## config.mk

```make
export PLATFORM = sky130hd
export DESIGN_NAME = id_ex_reg_flat
export DESIGN_NICKNAME = d
export VERILOG_FILES = /design/src/rtl/id_ex_reg_if.sv /design/src/rtl/id_ex_reg.sv /design/src/flat_wrapper.sv
export SDC_FILE = /design/constraint.sdc
export NUM_CORES = 1
export LEC_CHECK = 0
export ABC_AREA = 0
export ABC_CLOCK_PERIOD_IN_PS = 7100
export CORE_AREA = 2 2 137 139
export CTS_BUF_LIST = sky130_fd_sc_hd__clkbuf_4 sky130_fd_sc_hd__clkbuf_8
export DETAILED_ROUTE_END_ITERATION = 8
export DIE_AREA = 0 0 139 141
export PLACE_DENSITY = 0.83
export SKIP_LAST_GASP = 1
export SLEW_MARGIN = 20
export SYNTH_ARGS = -nofsm -noshare
export SYNTH_HDL_FRONTEND = slang
export SYNTH_SLANG_ARGS = --single-unit
```

## constraint.sdc

```tcl
create_clock -name clk -period 7.1 [get_ports clk]
set_input_delay 1.775 -clock clk [delete_from_list [all_inputs] [get_ports clk]]
set_output_delay 1.775 -clock clk [all_outputs]
set_load 0.01 [all_outputs]
```

## src/rtl/id_ex_reg_if.sv

```systemverilog
// ID/EX stage bundle: decode-side fields (*_in) and execute-side registered copies (*_out).
interface id_ex_reg_if #(
    parameter int unsigned DATA_W = 32
);
    logic              valid_in;
    logic [DATA_W-1:0] pc4_in;
    logic [DATA_W-1:0] rd1_in;
    logic [DATA_W-1:0] rd2_in;
    logic [DATA_W-1:0] ext_immed_in;
    logic [4:0]        rs_in;
    logic [4:0]        rt_in;
    logic [4:0]        rd_in;
    logic [4:0]        shamt_in;
    logic [5:0]        funct_in;
    logic [8:0]        ctrl_in;

    logic              valid_out;
    logic [DATA_W-1:0] pc4_out;
    logic [DATA_W-1:0] rd1_out;
    logic [DATA_W-1:0] rd2_out;
    logic [DATA_W-1:0] ext_immed_out;
    logic [4:0]        rs_out;
    logic [4:0]        rt_out;
    logic [4:0]        rd_out;
    logic [4:0]        shamt_out;
    logic [5:0]        funct_out;
    logic [8:0]        ctrl_out;

    modport master (
        output valid_in, pc4_in, rd1_in, rd2_in, ext_immed_in,
               rs_in, rt_in, rd_in, shamt_in, funct_in, ctrl_in,
        input  valid_out, pc4_out, rd1_out, rd2_out, ext_immed_out,
               rs_out, rt_out, rd_out, shamt_out, funct_out, ctrl_out
    );

    modport slave (
        input  valid_in, pc4_in, rd1_in, rd2_in, ext_immed_in,
               rs_in, rt_in, rd_in, shamt_in, funct_in, ctrl_in,
        output valid_out, pc4_out, rd1_out, rd2_out, ext_immed_out,
               rs_out, rt_out, rd_out, shamt_out, funct_out, ctrl_out
    );
endinterface

```

## src/rtl/id_ex_reg.sv

```systemverilog
// ID/EX pipeline register with stall (hold), flush (bubble) and a saturating bubble counter.
module id_ex_reg #(
    parameter int unsigned DATA_W = 32,
    parameter int unsigned CNT_W  = 16
) (
    input  logic             clk,
    input  logic             rst,
    input  logic             stall,
    input  logic             flush,
    id_ex_reg_if.slave       bus,
    output logic [CNT_W-1:0] bubble_cnt
);
    logic              valid_q, valid_d;
    logic [DATA_W-1:0] pc4_q, pc4_d;
    logic [DATA_W-1:0] rd1_q, rd1_d;
    logic [DATA_W-1:0] rd2_q, rd2_d;
    logic [DATA_W-1:0] imm_q, imm_d;
    logic [4:0]        rs_q, rs_d;
    logic [4:0]        rt_q, rt_d;
    logic [4:0]        rd_q, rd_d;
    logic [4:0]        shamt_q, shamt_d;
    logic [5:0]        funct_q, funct_d;
    logic [8:0]        ctrl_q, ctrl_d;
    logic [CNT_W-1:0]  cnt_q, cnt_d;

    always_comb begin
        valid_d = valid_q;
        pc4_d   = pc4_q;
        rd1_d   = rd1_q;
        rd2_d   = rd2_q;
        imm_d   = imm_q;
        rs_d    = rs_q;
        rt_d    = rt_q;
        rd_d    = rd_q;
        shamt_d = shamt_q;
        funct_d = funct_q;
        ctrl_d  = ctrl_q;
        cnt_d   = cnt_q;
        if (flush || !stall) begin
            pc4_d   = bus.pc4_in;
            rd1_d   = bus.rd1_in;
            rd2_d   = bus.rd2_in;
            imm_d   = bus.ext_immed_in;
            rs_d    = bus.rs_in;
            rt_d    = bus.rt_in;
            rd_d    = bus.rd_in;
            shamt_d = bus.shamt_in;
            funct_d = bus.funct_in;
        end
        // Flush beats stall; an invalid load clears control without counting as a bubble.
        if (flush) begin
            valid_d = 1'b0;
            ctrl_d  = '0;
            if (cnt_q != '1) begin
                cnt_d = cnt_q + 1'b1;
            end
        end else if (!stall) begin
            valid_d = bus.valid_in;
            ctrl_d  = bus.valid_in ? bus.ctrl_in : '0;
        end
    end

    always_ff @(posedge clk or posedge rst) begin
        if (rst) begin
            valid_q <= 1'b0;
            pc4_q   <= '0;
            rd1_q   <= '0;
            rd2_q   <= '0;
            imm_q   <= '0;
            rs_q    <= '0;
            rt_q    <= '0;
            rd_q    <= '0;
            shamt_q <= '0;
            funct_q <= '0;
            ctrl_q  <= '0;
            cnt_q   <= '0;
        end else begin
            valid_q <= valid_d;
            pc4_q   <= pc4_d;
            rd1_q   <= rd1_d;
            rd2_q   <= rd2_d;
            imm_q   <= imm_d;
            rs_q    <= rs_d;
            rt_q    <= rt_d;
            rd_q    <= rd_d;
            shamt_q <= shamt_d;
            funct_q <= funct_d;
            ctrl_q  <= ctrl_d;
            cnt_q   <= cnt_d;
        end
    end

    assign bus.valid_out     = valid_q;
    assign bus.pc4_out       = pc4_q;
    assign bus.rd1_out       = rd1_q;
    assign bus.rd2_out       = rd2_q;
    assign bus.ext_immed_out = imm_q;
    assign bus.rs_out        = rs_q;
    assign bus.rt_out        = rt_q;
    assign bus.rd_out        = rd_q;
    assign bus.shamt_out     = shamt_q;
    assign bus.funct_out     = funct_q;
    assign bus.ctrl_out      = ctrl_q;
    assign bubble_cnt        = cnt_q;
endmodule
```

## src/flat_wrapper.sv

```systemverilog
// flat-port wrapper written by rule: the top's interface ports become plain ports
module id_ex_reg_flat 
#(
    parameter int unsigned DATA_W = 32,
    parameter int unsigned CNT_W  = 16
)
  (clk, rst, stall, flush, bubble_cnt, bus_valid_in, bus_pc4_in, bus_rd1_in, bus_rd2_in, bus_ext_immed_in, bus_rs_in, bus_rt_in, bus_rd_in, bus_shamt_in, bus_funct_in, bus_ctrl_in, bus_valid_out, bus_pc4_out, bus_rd1_out, bus_rd2_out, bus_ext_immed_out, bus_rs_out, bus_rt_out, bus_rd_out, bus_shamt_out, bus_funct_out, bus_ctrl_out);
  id_ex_reg_if #(.DATA_W(DATA_W)) bus_i ();
  input  logic clk;
  input  logic rst;
  input  logic stall;
  input  logic flush;
  output logic [CNT_W-1:0] bubble_cnt;
  input wire logic [$bits(bus_i.valid_in)-1:0] bus_valid_in;
  input wire logic [$bits(bus_i.pc4_in)-1:0] bus_pc4_in;
  input wire logic [$bits(bus_i.rd1_in)-1:0] bus_rd1_in;
  input wire logic [$bits(bus_i.rd2_in)-1:0] bus_rd2_in;
  input wire logic [$bits(bus_i.ext_immed_in)-1:0] bus_ext_immed_in;
  input wire logic [$bits(bus_i.rs_in)-1:0] bus_rs_in;
  input wire logic [$bits(bus_i.rt_in)-1:0] bus_rt_in;
  input wire logic [$bits(bus_i.rd_in)-1:0] bus_rd_in;
  input wire logic [$bits(bus_i.shamt_in)-1:0] bus_shamt_in;
  input wire logic [$bits(bus_i.funct_in)-1:0] bus_funct_in;
  input wire logic [$bits(bus_i.ctrl_in)-1:0] bus_ctrl_in;
  output wire logic [$bits(bus_i.valid_out)-1:0] bus_valid_out;
  output wire logic [$bits(bus_i.pc4_out)-1:0] bus_pc4_out;
  output wire logic [$bits(bus_i.rd1_out)-1:0] bus_rd1_out;
  output wire logic [$bits(bus_i.rd2_out)-1:0] bus_rd2_out;
  output wire logic [$bits(bus_i.ext_immed_out)-1:0] bus_ext_immed_out;
  output wire logic [$bits(bus_i.rs_out)-1:0] bus_rs_out;
  output wire logic [$bits(bus_i.rt_out)-1:0] bus_rt_out;
  output wire logic [$bits(bus_i.rd_out)-1:0] bus_rd_out;
  output wire logic [$bits(bus_i.shamt_out)-1:0] bus_shamt_out;
  output wire logic [$bits(bus_i.funct_out)-1:0] bus_funct_out;
  output wire logic [$bits(bus_i.ctrl_out)-1:0] bus_ctrl_out;
  assign bus_i.valid_in = bus_valid_in;
  assign bus_i.pc4_in = bus_pc4_in;
  assign bus_i.rd1_in = bus_rd1_in;
  assign bus_i.rd2_in = bus_rd2_in;
  assign bus_i.ext_immed_in = bus_ext_immed_in;
  assign bus_i.rs_in = bus_rs_in;
  assign bus_i.rt_in = bus_rt_in;
  assign bus_i.rd_in = bus_rd_in;
  assign bus_i.shamt_in = bus_shamt_in;
  assign bus_i.funct_in = bus_funct_in;
  assign bus_i.ctrl_in = bus_ctrl_in;
  assign bus_valid_out = bus_i.valid_out;
  assign bus_pc4_out = bus_i.pc4_out;
  assign bus_rd1_out = bus_i.rd1_out;
  assign bus_rd2_out = bus_i.rd2_out;
  assign bus_ext_immed_out = bus_i.ext_immed_out;
  assign bus_rs_out = bus_i.rs_out;
  assign bus_rt_out = bus_i.rt_out;
  assign bus_rd_out = bus_i.rd_out;
  assign bus_shamt_out = bus_i.shamt_out;
  assign bus_funct_out = bus_i.funct_out;
  assign bus_ctrl_out = bus_i.ctrl_out;
  id_ex_reg #(.DATA_W(DATA_W), .CNT_W(CNT_W)) u_core (.clk(clk), .rst(rst), .stall(stall), .flush(flush), .bus(bus_i), .bubble_cnt(bubble_cnt));
endmodule
```

==> flow_metrics.py, run 1 <==
metrics = {
    "status": {
        "run_status": "complete, no violations",
    },
    "cells_and_area": {
        "post_route_cells_drive_above_1_share_pct": 4.02,
        "nets": 1251,
        "seqCellArea_um2": 4500,
        "multiInputGateArea_um2": 2200,
        "post-route-util_pct": 59.8,
        "fin_cells": 1329,
        "diodes": 0,
        "num-fill-cells": 1558,
        "layout-area-overhead-vs-synth_pct": 59.8,
    },
    "sta": {
        "report.final.setup_viol": 0,
        "timing.clock.skew_ps": 12.5,
        "final-max-slew-violation-count": 0,
        "period_share_pct": 47.8,
        "timing.final.hold_violations": 0,
        "finalCriticalPeriod_ps": 3390,
        "rsz0062_at_grt": "no",
        "fin_tns_setup_ps": 0,
        "clock.fmax_mhz": 295,
        "timing.max_slew.rel_slack_pct": 40.2,
        "tightest_slew_ps": 897,
    },
    "grt": {
        "globalRoute.totalOverflow": 0,
        "grt_antenna_before_repair": 0,
        "groute.usage.overall_pct": 19.8,
        "first_pass_grt_wire_length_um": 31100,
        "via_count_of_the_first_global_routing_pass": 6147,
        "grt_start_max_net_pins": 99,
    },
    "cts": {
        "cts_num_sinks": 180,
        "path_clk_slew_ps": 100,
        "worst_skew_pair.late_latency_ps": 450,
        "hold_buffers": 0,
        "tritoncts": "done",
        "cts_htree_levels": 4,
        "post_cts_resize_count": 0,
        "cts-root-to-sink-buffers": 2,
        "postCtsSetupRepairBufs": 0,
        "cts_made_buffers": 17,
        "clock-root-buffer": "sky130_fd_sc_hd__clkbuf_8",
    },
    "power_and_ir_drop": {
        "sequentialPowerShare_pct": 49.6,
        "power.internal_mw": 1.71,
        "p_sw_share_pct": 29.1,
        "pwr-share-clk_pct": 28.6,
        "leakagePower_nw": 5.30,
        "share_comb_of_total_power_pct": 21.8,
        "vdd_drop_max_v": 0.000123,
        "power_density_cells_nw_per_um2": 220,
        "switching_power_uw": 701,
    },
    "synth": {
        "synth-seq-area-share_pct": 65.8,
        "yosysWarnings": 0,
        "synthCells": 746,
        "synthesis.area_per_instance_um2": 9.17,
        "netlist-cell-type-count": 25,
        "post_synth_instance_area_um2": 6840,
        "ys_ff_latch": 180,
        "syn_nets": 915,
    },
    "floorplanning": {
        "floorplan.io_pins": 348,
        "dieWidth_um": 139,
        "initial_core_utilization_pct": 37.5,
        "floorplan.rows": 50,
        "fp.dieH_um": 141,
        "die-area_um2": 19600,
        "core-area_um2": 18300,
    },
    "detailed_routing": {
        "drt_drc_violations_left": 0,
        "routed-via-count": 6107,
        "routed_via_density": 4.60,
        "wl_per_instance_um": 14.6,
        "post_detailed_routing_wire_length_um": 19400,
        "ant_nets": 0,
        "detailedRoute.firstPassIterationCount": 5,
        "drt_iter0_markers": 275,
    },
    "min_path": {
        "worstHoldPathType": "reg -> reg",
    },
    "critical_path": {
        "worstSetupStartpointType": "input port",
        "crit_path_end_kind": "register",
        "cp.arrival_ps": 3780,
        "critPathRequiredTime_ps": 7490,
        "critical_path_peak_fanout": 59,
        "path_class": "in -> reg",
    },
    "placement": {
        "dp.final_hpwl_um": 13900,
        "port_buffers": 347,
        "place.gp.congestion": 0.813,
        "dpl.cell_count": 1297,
    },
    "flow_run": {
        "max-cap-violations": 0,
    },
}
-- registers in the layout, indices dropped and copies added (netlist names) --
name and flops:
u_core.bus.ext_immed_out 32, u_core.bus.pc4_out 32, u_core.bus.rd1_out 32, u_core.bus.rd2_out 32, u_core.bubble_cnt 16, u_core.bus.ctrl_out 9
u_core.bus.funct_out 6, u_core.bus.rd_out 5, u_core.bus.rs_out 5, u_core.bus.rt_out 5, u_core.bus.shamt_out 5, u_core.bus.valid_out 1
-- critical path: stages --
cell,delay [ps]
sky130_fd_sc_hd__clkdlybuf4s50_1,690
sky130_fd_sc_hd__inv_1,150
sky130_fd_sc_hd__nand2_4,320
sky130_fd_sc_hd__buf_4,560
sky130_fd_sc_hd__nand2_1,140
sky130_fd_sc_hd__nand2_1,90
-- area by class of cell --
class,instances,share of cell area [%]
inverter,3,0.149
timing repair buffer,353,32.3
clock buffer,20,2.52
sequential,180,41.2
multi-input combinational,527,20.1
clock inverter,12,1.01
tap,234,2.68
-- placed cells by master (no fill, tap or decap), types with 2 or more instances in the layout --
| cell type | synthesis | final |
|---|---|---|
| sky130_fd_sc_hd__nand2_1 | 468 | 467 |
| sky130_fd_sc_hd__clkdlybuf4s50_1 | 0 | 347 |
| sky130_fd_sc_hd__dfrtp_1 | 180 | 180 |
| sky130_fd_sc_hd__clkbuf_8 | 0 | 20 |
| sky130_fd_sc_hd__xor2_1 | 11 | 11 |
| sky130_fd_sc_hd__a22o_1 | 9 | 9 |
| sky130_fd_sc_hd__nor4_1 | 7 | 7 |
| sky130_fd_sc_hd__inv_6 | 0 | 7 |
| sky130_fd_sc_hd__nand4_1 | 6 | 6 |
| sky130_fd_sc_hd__nor2_1 | 5 | 5 |
| sky130_fd_sc_hd__buf_4 | 0 | 5 |
| sky130_fd_sc_hd__nand3_1 | 4 | 4 |
| sky130_fd_sc_hd__nor3_1 | 3 | 3 |
| sky130_fd_sc_hd__inv_8 | 0 | 3 |
| sky130_fd_sc_hd__inv_1 | 3 | 2 |
| sky130_fd_sc_hd__xnor2_1 | 2 | 2 |
| sky130_fd_sc_hd__mux2_2 | 2 | 2 |
| sky130_fd_sc_hd__clkinvlp_4 | 0 | 2 |
-- cell families (layout without fill, tap and decap cells) --
| kind of cell | after synthesis | count (layout) | share of synthesized area [%] |
|---|---|---|---|
| AO/OA/AOI/OAI | 11 | 11 | 1.34 |
| XOR/XNOR | 13 | 13 | 1.66 |
| adder cells (fa/ha/maj) | 1 | 1 | 0.183 |
| buffers and inverters | 39 | 388 | 2.19 |
| flip-flops | 180 | 180 | 65.8 |
| multiplexers | 2 | 2 | 0.329 |
| AND/OR/NAND/NOR | 500 | 500 | 28.5 |
-- cell usage after synthesis --
library cell / instances / share of area, %
sky130_fd_sc_hd__a21o_1: 1 / 0.11
sky130_fd_sc_hd__a21oi_1: 1 / 0.073
sky130_fd_sc_hd__a22o_1: 9 / 1.2
sky130_fd_sc_hd__buf_1: 5 / 0.27
sky130_fd_sc_hd__buf_2: 3 / 0.22
sky130_fd_sc_hd__clkbuf_1: 28 / 1.5
sky130_fd_sc_hd__dfrtp_1: 180 / 66
sky130_fd_sc_hd__ha_1: 1 / 0.18
sky130_fd_sc_hd__inv_1: 3 / 0.16
sky130_fd_sc_hd__mux2_2: 2 / 0.33
sky130_fd_sc_hd__nand2_1: 468 / 26
sky130_fd_sc_hd__nand2b_1: 1 / 0.091
sky130_fd_sc_hd__nand3_1: 4 / 0.29
sky130_fd_sc_hd__nand4_1: 6 / 0.55
sky130_fd_sc_hd__nor2_1: 5 / 0.27
sky130_fd_sc_hd__nor2b_1: 1 / 0.091
sky130_fd_sc_hd__nor3_1: 3 / 0.22
sky130_fd_sc_hd__nor3b_1: 1 / 0.11
sky130_fd_sc_hd__nor3b_2: 1 / 0.18
sky130_fd_sc_hd__nor4_1: 7 / 0.64
sky130_fd_sc_hd__nor4bb_1: 1 / 0.15
sky130_fd_sc_hd__or2_1: 1 / 0.091
sky130_fd_sc_hd__or3_1: 1 / 0.091
sky130_fd_sc_hd__xnor2_1: 2 / 0.26
sky130_fd_sc_hd__xor2_1: 11 / 1.4
-- layer usage --
metal,share of wire [%],GRT usage [%]
met1,40,23.2
met2,50,34.1
met3,8.7,7.00
met4,1.7,6.80
met5,0,0
-- power groups by stage --
stage                     Combinational (mW)  Sequential [mW]  Clock (mW)
after floorplan                        0.142             1.25           0
after global placement                 0.521             1.21           0
after detailed placement               0.529             1.21           0
after CTS                              0.532             1.20       0.712
after global routing                   0.569             1.21       0.751
final                                  0.524             1.19       0.690
-- worst paths after layout --
| kind | start | endpoint | slack (ps) | cells past startpoint |
|---|---|---|---|---|
| max | flush | u_core.bus.ext_immed_out[15]$_DFFE_PP0P_ | 3710 | 6 |
| min | u_core.bus.pc4_out[17]$_DFFE_PP0P_ | u_core.bus.pc4_out[17]$_DFFE_PP0P_ | 470 | 2 |
| max reg2reg | u_core.bubble_cnt[0]$_DFFE_PP0P_ | u_core.bubble_cnt[1]$_DFFE_PP0P_ | 5260 | 5 |
| min reg2reg | u_core.bus.pc4_out[17]$_DFFE_PP0P_ | u_core.bus.pc4_out[17]$_DFFE_PP0P_ | 470 | 2 |
| max in group asynchronous | rst | u_core.bus.pc4_out[12]$_DFFE_PP0P_ | 4330 | 3 |
| min in group asynchronous | rst | u_core.bubble_cnt[4]$_DFFE_PP0P_ | 1790 | 2 |
-- through the flow --
step           area, um^2  worst slack (ps)  power, mW  hold slack (ps)
2_1_floorplan        6840               438       1.40              507
3_3_place_gp        10500              3290       1.73              448
3_5_place_dp        10500              3240       1.74              454
4_1_cts             10900              3750       2.44              475
5_1_grt             10900              3580       2.53              491
6_report            10900              3710       2.41              470
Power figures use the tool's default switching activity.
==> run 2, diff against run 1 <==
--- a/config.mk
+++ b/config.mk
@@ -6,12 +6,11 @@
 export NUM_CORES = 1
 export LEC_CHECK = 0
 export ABC_AREA = 0
-export ABC_CLOCK_PERIOD_IN_PS = 7100
-export CORE_AREA = 2 2 137 139
+export ABC_CLOCK_PERIOD_IN_PS = 3000
+export CORE_UTILIZATION = 37
 export CTS_BUF_LIST = sky130_fd_sc_hd__clkbuf_4 sky130_fd_sc_hd__clkbuf_8
 export DETAILED_ROUTE_END_ITERATION = 8
-export DIE_AREA = 0 0 139 141
-export PLACE_DENSITY = 0.83
+export PLACE_DENSITY = 0.84
 export SKIP_LAST_GASP = 1
 export SLEW_MARGIN = 20
 export SYNTH_ARGS = -nofsm -noshare
==> constraint.sdc (replaced) <==
create_clock -name clk -period 3 [get_ports clk]
set_input_delay 0.75 -clock clk [delete_from_list [all_inputs] [get_ports clk]]
set_output_delay 0.75 -clock clk [all_outputs]
set_load 0.01 [all_outputs]
==> run 2 against run 1 <==
Net effect:
- first-iteration DRC count rose by 19%
- die area fell by 2.9%
- utilization is 1.8 points higher
- hold slack about the same
- combinational power increased by 140%
- power up 140%
- largest power group unchanged
- highest routed layer unchanged
==> flow_metrics.py, run 2 (synthesis results as in run 1) <==
metrics = {
    "status": {
        "run_status": "complete, no violations",
    },
    "sta": {
        "timing.max_slew.rel_slack_pct": 49.5,
        "report.final.setup_viol": 0,
        "postLayoutSetupSlackWorst_ps": 728,
        "timing.clock.skew_ps": 12.8,
        "clock.fmax_mhz": 440,
        "finalCriticalPeriod_ps": 2270,
        "final-max-slew-violation-count": 0,
        "tightest_slew_ps": 754,
        "period_share_pct": 75.7,
        "fin_tns_setup_ps": 0,
        "fin_hold_ws_ps": 470,
        "timing.final.hold_violations": 0,
        "rsz0062_at_grt": "no",
    },
    "critical_path": {
        "crit-reg2reg-capture": "u_core.bubble_cnt[1]$_DFFE_PP0P_",
        "reg2reg_slack_ps": 1230,
        "critPathRequiredTime_ps": 2250,
        "cp.arrival_ps": 1520,
        "timing.critical_path.buf_inv": 1,
        "critical_path_peak_fanout": 6,
        "worstSetupStartpointType": "register",
        "crit_path_end_kind": "output port",
        "path_delay_family": "buffers and inverters",
        "path_cells": "clkdlybuf4s50_1",
        "r2r-start": "u_core.bubble_cnt[0]$_DFFE_PP0P_",
        "timing.critical_path.slowest_stage_cell": "sky130_fd_sc_hd__clkdlybuf4s50_1",
        "path_class": "reg -> out",
        "reg2reg_depth": 5,
        "crit_path_max_incr_delay_ps": 600,
    },
    "cells_and_area": {
        "layout-area-overhead-vs-synth_pct": 62.5,
        "post_route_cells_drive_above_1_share_pct": 4.63,
        "layout_common_cells": "sky130_fd_sc_hd__nand2_1, sky130_fd_sc_hd__clkdlybuf4s50_1, sky130_fd_sc_hd__dfrtp_1",
        "design_area_final_um2": 11100,
        "mostFrequentLayoutCell": "sky130_fd_sc_hd__nand2_1",
        "diodes": 0,
        "nets": 1258,
        "num-fill-cells": 1464,
    },
    "detailed_routing": {
        "ant_nets": 0,
        "post_detailed_routing_wire_length_um": 19700,
        "drt_iter0_markers": 326,
        "detailedRoute.firstPassIterationCount": 6,
        "drt_drc_violations_left": 0,
        "routed_via_density": 4.59,
        "wl_per_instance_um": 14.8,
        "routed-via-count": 6107,
    },
    "grt": {
        "first_pass_grt_wire_length_um": 29800,
        "groute.usage.overall_pct": 20.6,
        "globalRoute.totalOverflow": 0,
        "grt_start_max_net_pins": 111,
        "via_count_of_the_first_global_routing_pass": 5891,
        "grt_antenna_before_repair": 0,
    },
    "floorplanning": {
        "initial_core_utilization_pct": 38.0,
        "floorplan.rows": 49,
        "floorplan.io_pins": 348,
        "fp.dieH_um": 138,
        "core-area_um2": 18000,
        "die-area_um2": 19000,
        "dieWidth_um": 138,
    },
    "cts": {
        "worst_skew_pair.late_latency_ps": 450,
        "path_clk_slew_ps": 110,
        "cts_htree_levels": 4,
        "tritoncts": "done",
        "cts_num_sinks": 180,
        "cts-root-to-sink-buffers": 2,
        "postCtsSetupRepairBufs": 0,
        "post_cts_resize_count": 0,
        "hold_buffers": 0,
        "clock-root-buffer": "sky130_fd_sc_hd__clkbuf_8",
        "cts_made_buffers": 17,
    },
    "min_path": {
        "worstHoldPathType": "reg -> reg",
        "whs_endpoint": "u_core.bus.pc4_out[23]$_DFFE_PP0P_",
        "hold_start": "u_core.bus.pc4_out[23]$_DFFE_PP0P_",
        "worstHoldPathCells": 2,
    },
    "power_and_ir_drop": {
        "leakagePower_nw": 5.38,
        "power_density_cells_nw_per_um2": 520,
        "total_power_mw": 5.78,
        "vdd_drop_max_v": 0.000316,
    },
    "placement": {
        "post_dp_cell_area_um2": 10700,
        "place.gp.congestion": 0.815,
        "dp.final_hpwl_um": 14100,
        "port_buffers": 347,
        "placement.setup.worst_slack_ps": 566,
    },
    "flow_run": {
        "max-cap-violations": 0,
    },
}
-- run 2: area by class of cell --
class | count | area [um^2] | share of cell area, %
multi-input combinational | 527 | 2200 | 19.8
timing repair buffer | 360 | 3710 | 33.4
inverter | 3 | 15.0 | 0.135
tap | 229 | 287 | 2.58
sequential | 180 | 4500 | 40.5
clock buffer | 19 | 255 | 2.30
clock inverter | 13 | 143 | 1.28
-- run 2: routing by layer --
metal | global-route usage, % | up-vias | wire length (um)
li1 | - | 2979 | -
met5 | 0 | - | 0
met3 | 8.00 | 33 | 1920
met1 | 23.4 | 2845 | 7490
met2 | 34.6 | 250 | 9730
met4 | 8.45 | 0 | 550
-- run 2: how the worst max path moves through the flow --
| stage | from | end | slack (ps) | cells past startpoint |
|---|---|---|---|---|
| 6_report | u_core.bubble_cnt[11]$_DFFE_PP0P_ | bubble_cnt[11] | 730 | 1 |
| 5_1_grt | u_core.bubble_cnt[11]$_DFFE_PP0P_ | bubble_cnt[11] | 640 | 1 |
| 2_1_floorplan | rst | u_core.bubble_cnt[0]$_DFFE_PP0P_ | -60 | 1 |
| 3_3_place_gp | flush | u_core.bus.ext_immed_out[10]$_DFFE_PP0P_ | 590 | 6 |
| 4_1_cts | u_core.bubble_cnt[11]$_DFFE_PP0P_ | bubble_cnt[11] | 700 | 1 |
| 3_5_place_dp | flush | u_core.bus.ext_immed_out[10]$_DFFE_PP0P_ | 570 | 6 |
-- run 2: where the power goes --
part           internal, mW  total [mW]  switching [mW]
logic                 0.732        1.27           0.541
registers              2.66        2.83           0.172
clock network         0.723        1.68           0.954
-- run 2: stage by stage --
stage,util [%],instances
finish,61.7,1331
global placement,59.5,1299
floorplan,-,746
CTS,61.7,1331
detailed placement,59.5,1299
global route,61.7,1331
